===== src/rtl/river_log_mover.sv =====
// River log mover: owns every log position in the river lanes and advances
// them once per frame, one row per clock, with per-row move flags for frog riding.
module river_log_mover #(
  parameter int NUM_ROWS     = 4,
  parameter int NUM_LOGS     = 1,
  parameter int SCREEN_WIDTH = 320,
  parameter int LOG_LEN      = 64,
  parameter int STEP         = 2,
  parameter int ROW_STAGGER  = 40,
  parameter int RIVER_Y0     = 32,
  parameter int ROW_H        = 32
) (
  input  logic                                     clk_i,
  input  logic                                     reset_i,
  input  logic                                     frame_tick_i,
  input  logic                                     enable_i,
  input  logic [NUM_ROWS-1:0][3:0]                 row_period_i,
  input  logic [NUM_ROWS-1:0]                      row_dir_i,
  output logic [NUM_ROWS-1:0][NUM_LOGS-1:0][9:0]   log_x_o,
  output logic [NUM_ROWS-1:0][NUM_LOGS-1:0][9:0]   log_width_o,
  output logic [NUM_ROWS-1:0][9:0]                 river_rows_o,
  output logic [NUM_ROWS-1:0]                      row_moved_o,
  output logic                                     busy_o,
  output logic                                     update_done_o
);

  // state    | meaning
  // S_IDLE   | waiting for an enabled frame_tick
  // S_UPDATE | processing row row_q, one row per clock
  // S_DONE   | pass finished, update_done high for this cycle
  typedef enum logic [1:0] {S_IDLE, S_UPDATE, S_DONE} state_t;

  localparam int ROW_W = (NUM_ROWS > 1) ? $clog2(NUM_ROWS) : 1;
  localparam logic [10:0] SW11   = 11'(SCREEN_WIDTH);
  localparam logic [10:0] STEP11 = 11'(STEP);

  state_t                                state_q;
  logic [ROW_W-1:0]                      row_q;
  logic [NUM_ROWS-1:0][3:0]              cnt_q;
  logic [NUM_ROWS-1:0][NUM_LOGS-1:0][9:0] log_x_q;
  logic [NUM_ROWS-1:0]                   row_moved_q;

  logic [NUM_LOGS-1:0][9:0] row_x_d;
  logic [3:0]               cur_period;
  logic [3:0]               cur_cnt;
  logic                     cur_dir;
  logic                     last_row;
  logic [10:0]              x11;
  logic [10:0]              sum11;

  // Staggered start positions so lanes do not line up at power-up.
  function automatic logic [9:0] init_x(input int r, input int i);
    return 10'((i * SCREEN_WIDTH / NUM_LOGS + r * ROW_STAGGER) % SCREEN_WIDTH);
  endfunction

  // Wrapped next position of every log in the row currently being processed.
  always_comb begin
    cur_period = row_period_i[row_q];
    cur_cnt    = cnt_q[row_q];
    cur_dir    = row_dir_i[row_q];
    last_row   = (row_q == ROW_W'(NUM_ROWS - 1));
    x11        = '0;
    sum11      = '0;
    row_x_d    = '0;
    for (int i = 0; i < NUM_LOGS; i++) begin
      x11 = {1'b0, log_x_q[row_q][i]};
      if (!cur_dir) begin
        sum11 = x11 + STEP11;
        row_x_d[i] = (sum11 >= SW11) ? 10'(sum11 - SW11) : 10'(sum11);
      end else begin
        row_x_d[i] = (x11 < STEP11) ? 10'(x11 + SW11 - STEP11) : 10'(x11 - STEP11);
      end
    end
  end

  // Pass sequencer: frame counters, log positions and move flags.
  always_ff @(posedge clk_i or posedge reset_i) begin
    if (reset_i) begin
      state_q     <= S_IDLE;
      row_q       <= '0;
      cnt_q       <= '0;
      row_moved_q <= '0;
      for (int r = 0; r < NUM_ROWS; r++)
        for (int i = 0; i < NUM_LOGS; i++)
          log_x_q[r][i] <= init_x(r, i);
    end else begin
      case (state_q)
        S_IDLE: begin
          if (frame_tick_i && enable_i) begin
            state_q     <= S_UPDATE;
            row_q       <= '0;
            row_moved_q <= '0;
          end
        end
        S_UPDATE: begin
          if (cur_period == 4'd0) begin
            cnt_q[row_q]       <= 4'd0;
            row_moved_q[row_q] <= 1'b0;
          end else if (cur_cnt == 4'(cur_period - 4'd1)) begin
            cnt_q[row_q]       <= 4'd0;
            log_x_q[row_q]     <= row_x_d;
            row_moved_q[row_q] <= 1'b1;
          end else begin
            cnt_q[row_q]       <= cur_cnt + 4'd1;
            row_moved_q[row_q] <= 1'b0;
          end
          if (last_row) state_q <= S_DONE;
          else          row_q   <= row_q + 1'b1;
        end
        S_DONE:  state_q <= S_IDLE;
        default: state_q <= S_IDLE;
      endcase
    end
  end

  // Constant geometry outputs.
  always_comb begin
    log_width_o  = '0;
    river_rows_o = '0;
    for (int r = 0; r < NUM_ROWS; r++) begin
      river_rows_o[r] = 10'(RIVER_Y0 + r * ROW_H);
      for (int i = 0; i < NUM_LOGS; i++)
        log_width_o[r][i] = 10'(LOG_LEN);
    end
  end

  assign log_x_o       = log_x_q;
  assign row_moved_o   = row_moved_q;
  assign busy_o        = (state_q != S_IDLE);
  assign update_done_o = (state_q == S_DONE);

endmodule


===== config.mk =====
export PLATFORM = sky130hd
export DESIGN_NAME = river_log_mover
export DESIGN_NICKNAME = d
export VERILOG_FILES = /design/src/rtl/river_log_mover.sv
export SDC_FILE = /design/constraint.sdc
export NUM_CORES = 1
export LEC_CHECK = 0
export BUFFER_PORTS_ARGS = -buffer_cell sky130_fd_sc_hd__buf_2
export CAP_MARGIN = 10
export CELL_PAD_IN_SITES_DETAIL_PLACEMENT = 1
export CELL_PAD_IN_SITES_GLOBAL_PLACEMENT = 1
export CORE_MARGIN = 2
export CORE_UTILIZATION = 25
export CTS_CLUSTER_SIZE = 25
export DETAILED_ROUTE_END_ITERATION = 12
export PLACE_DENSITY_LB_ADDON = 0.1
export SLEW_MARGIN = 20
export SYNTH_ARGS = -nofsm -noshare
export SYNTH_HDL_FRONTEND = slang
export SYNTH_SLANG_ARGS = --single-unit

===== constraint.sdc =====
create_clock -name clk_i -period 4.45 [get_ports clk_i]
set_clock_uncertainty 0.2 [all_clocks]
set_input_delay 0.445 -clock clk_i [delete_from_list [all_inputs] [get_ports clk_i]]
set_output_delay 0.445 -clock clk_i [all_outputs]
set_load 0.01 [all_outputs]

* Word level (Yosys, flattened, before mapping)
Cells that the tools add are included.
Cells by class: add/sub/neg operators 8, reduce and logical (&&, ||, !) cells 10, eq/ne operators 7, bitwise gates (word level) 6, multiplexer cells 31, order comparisons 4
Operators by type and width (count):
- two-way mux 10 bit | 5
- bitwise mux 40 bit | 1
- two-way mux 16 bit | 2
- two-way mux 4 bit | 6
- binary-select mux 10 bit (select 2 bit) | 1
- demux 10 bit (select 2 bit) | 1
- subtractor 10 x 2 -> 10 bit (second input constant) | 2
- AND 16 bit | 1
- binary-select mux 4 bit (select 2 bit) | 2
- bitwise mux 16 bit | 1
- inverter 16 bit | 1
- adder 10 x 2 -> 11 bit (second input constant) | 1
- greater-or-equal comparator 11 x 9 -> 1 bit (second input constant) | 1
- adder 10 x 9 -> 10 bit (second input constant) | 1
- < comparator 10 x 2 -> 1 bit (second input constant) | 1
- subtractor 10 x 9 -> 10 bit (second input constant) | 1
- demux 4 bit (select 2 bit) | 1
- two-way mux 2 bit | 4
- case mux 2 bit (2 select lines) | 2
- case mux 4 bit (2 select lines) | 1
- != test 2 bit (second input constant) | 3
- AND reduction 3 bit | 2
- adder 4 x 1 -> 4 bit (second input constant) | 1
- AND 4 bit | 1
- other kinds (18) | 23
Storage, ports and cells: flip-flop bits (word level) 64, input bits 24, word-level logic and storage cells 77

* Longest topological paths before layout
depth after elaboration 9, gate-level depth with buffers 15, depth with buffers taken out 12

* Worst setup path before layout
OpenSTA, ideal clock, no wires.
path type reg-to-reg, start reg row_q[0], end reg log_x_q, in the netlist log_x_o[17], required time 4.125 ns, stages on the path, launching flop included 16, path slack 0.743 ns, arrival time 3.382 ns, path buffers 3, clock period less this slack 3.707 ns, path through dfrtp_1 -> buf_6 -> buf_6 -> mux4_2 -> clkbuf_1 -> ha_1 -> nand4_1 -> nor2b_1 -> xnor2_1 -> ha_1 -> nand4bb_1 -> a211oi_1 -> o22ai_1 -> a31o_2 -> o2bb2ai_1 -> mux2_2
On the way: word-level cells in the longest chain between the ends 7
RTL lines:
- start: declaration | line 38 | logic [ROW_W-1:0] row_q;
- start signal: assignment | line 108 | else row_q <= row_q + 1'b1;
- binary-select mux 10 bit (select 2 bit) | line 66 | x11 = {1'b0, log_x_q[row_q][i]};
- two-way mux 10 bit (not written as such) | line 66
- adder 10 x 2 -> 11 bit or adder 10 x 9 -> 10 bit (tied branches) | line 68, 71
- subtractor 10 x 9 -> 10 bit (tied with other cells) | line 69 | row_x_d[i] = (sum11 >= SW11) ? 10'(sum11 - SW11) : 10'(sum11);
- two-way mux 10 bit, on equally long branches | line 69, 71
- two-way mux 10 bit | line 67 | if (!cur_dir) begin
- bitwise mux 40 bit | line 101 | log_x_q[row_q] <= row_x_d;
- end signal: indexed assignment | line 85 | log_x_q[r][i] <= init_x(r, i);
- end signal: indexed assignment | line 101
- end: declaration | line 40 | logic [NUM_ROWS-1:0][NUM_LOGS-1:0][9:0] log_x_q;
Several ways; a longest one is shown, not always the timed one. The select of a mux whose other input is x is not followed. A chain may end at the register's enable or synchronous reset.

* Worst setup path after layout
start reg row_q[0], end reg log_x_q, in the netlist log_x_o[18]
Same word-level chain as after synthesis.

==> results.yml <==
clock_tree:
  cts.repair.resized: 0
  cts_tree: "done"
  numCtsBuffers: 9
  clock-sinks: 64
  postCtsSetupBuffers: 0
  htreeDepth: 3
  clk_pin_slew_ps: 50
  clockBufferDepth: 2
  root_buffer: "clkbuf_16"
  cts_hold_buf: 0
  clk_latency_ps: 340
power_and_ir_drop:
  cellPowerDensity_nw_per_um2: 802
  leakagePower_uw: 0.00235
  vdd_drop_max_uv: 245
finish:
  layout_commonest_cell: "conb_1"
  syn2layout_area_growth_pct: 13.3
  fin_area_um2: 4920
  layout-drive-gt1-share: 0.305
  diodes: 0
  final_nets: 527
  layout_common_cells: "80 x conb_1, 69 x buf_2, 56 x dfrtp_1"
floorplanning:
  die_area_um2: 18400
  fp.coreArea_um2: 17100
  die_w_um: 136
  die_h_um: 136
  row_count: 48
  io_pins: 150
  initial_core_util: 0.254
worst_setup_path:
  r2r_cells: 13
  endpoint_kind: "flip-flop"
  critPathLaunchType: "flip-flop"
  required_ps: 4450
  rr_endpoint: "log_x_o[18]"
  cp_max_fo: 20
  cp.arrival_ps: 3970
  r2r-start: "row_q[0]"
  critPathKind: "reg2reg"
  cpPeakStageDelay_ps: 660
  crit_buf_inv: 2
  crit_chain: "buf_12, mux4_2, nand3_1, nor2_1, xnor2_1, inv_1, ha_1, nand4bb_1, a211oi_1, nor2_1, a41o_1, a211oi_1, o21ai_1"
  crit_path_top_delay_cell: "mux4_2"
  r2r_slack_ps: 480
  path_delay_family: "compound AO/OA/AOI/OAI gates"
drt:
  vias: 3092
  finalWirelength_mm: 12.0
  drt_iter0_drc: 91
  wl_per_cell_um: 16.7
  detail-route-antenna-nets: 0
  drc: 0
  viasPerCell: 4.28
  firstDrtPassIters: 4
timing:
  setup_viol: 0
  max_freq_mhz: 252
  rsz0062_at_grt: "no"
  hold_viol_final: 0
  min_period_ps: 3970
  tightest_slew_ps: 973
  fin_setup_tns_ps: 0
  fin_crit_sh: 0.893
  drv_slew: 0
  slew_headroom: 0.333
grt:
  antenna_found_initial: 0
  grt_max_degree: 36
  grt_pass1_wl_mm: 18.8
  gr-total-overflow: 0
  grt_pass1_vias: 3230
  globalRouteTotalUtil: 0.136
hold_path:
  min_path_type: "in2async"
synth:
  synth_edf_count: 0
  ys.flop_type: "dfrtp_1"
  yosysSeqAreaShare: 0.371
  synth.distinct_cells: 53
  yosysWarnings: 0
  ys_ff_latch: 64
  syn_area_um2: 4340
  postSynth.asyncResetShare: 1.00
  syn_inst: 423
  syn_area_per_cell_um2: 10.3
place:
  place_congestion: 0.799
  port_buffers: 69
  place_area_um2: 4640
  place_hpwl_mm: 8.95
flow_run:
  max-cap-violations: 0
run_status:
  status: "finished, final reports clean"
[power by group]
part	internal (µW)	switching (µW)
logic	906	1330
registers	823	190
clock network	431	262
total	2160	1790
[worst reg2reg max path, cell delays in order (launching register included)]
cell,delay (ps)
dfrtp_1,540
buf_12,260
mux4_2,660
nand3_1,260
nor2_1,90
xnor2_1,150
inv_1,110
ha_1,150
nand4bb_1,130
a211oi_1,320
nor2_1,90
a41o_1,240
a211oi_1,490
o21ai_1,140
[worst max-delay path by stage]
stage                         from     endpoint  cells after the start
after floorplan           row_q[0]  log_x_o[17]                     15
after global placement    row_q[0]   log_x_o[6]                     13
after detailed placement  row_q[0]  log_x_o[27]                     13
after CTS                 row_q[0]  log_x_o[27]                     13
after global routing      row_q[0]  log_x_o[18]                     13
final                     row_q[0]  log_x_o[18]                     13
[synthesized netlist by cell type (all sizes together), types with 10 or more instances]
master,count,area share
ha,10,0.029
mux4,18,0.093
dfrtp,56,0.32
nand2,42,0.036
buf,91,0.16
nor2,25,0.024
o21ai,24,0.028
a21oi,12,0.014
inv,14,0.012
mux2,25,0.065
xnor2,10,0.020
mux2i,10,0.023
[registers in the layout, summed over array words and instances (netlist names)]
register and count:
log_x_o 40, cnt_q 16, row_moved_o 4, state_q 2, row_q 2
[cell families (layout without fill, tap and decap cells)]
group | after synthesis | after routing | synth area share
compound gates | 70 | 70 | 0.105
buf+inv | 110 | 107 | 0.173
xor+xnor | 15 | 15 | 0.0302
fa+ha+maj | 10 | 10 | 0.0288
mux | 53 | 53 | 0.181
simple gates | 99 | 99 | 0.109
other cells | 2 | 80 | 0.00173
flops | 64 | 64 | 0.371
[final cells by class]
cell class / count / area [µm²]
sequential: 64 / 1610
inverter: 14 / 52.6
timing repair buffer: 77 / 418
fill: 1989 / 12200
clock inverter: 4 / 45.0
multi-input combinational: 327 / 2270
tap: 225 / 282
clock buffer: 12 / 236
[per-stage QoR]
stage          utilization  cells  hold slack [ps]  total power, µW  setup WS (ps)
4_1_cts              0.287    723             24.3             4030            452
6_report             0.287    723             5.55             3940            475
3_3_place_gp         0.271    707              258             3280            561
2_1_floorplan            -    501              243             2660            743
5_1_grt              0.287    723             52.6             4320            120
3_5_place_dp         0.271    707              269             3300            475
[layer usage]
layer,vias up,track usage,wire length (µm)
met3,10,0.0355,451
met1,1552,0.162,5110
met2,69,0.245,6370
met4,0,0.0313,112
met5,-,0,0
li1,1461,-,-
Power figures use the tool's default switching activity.
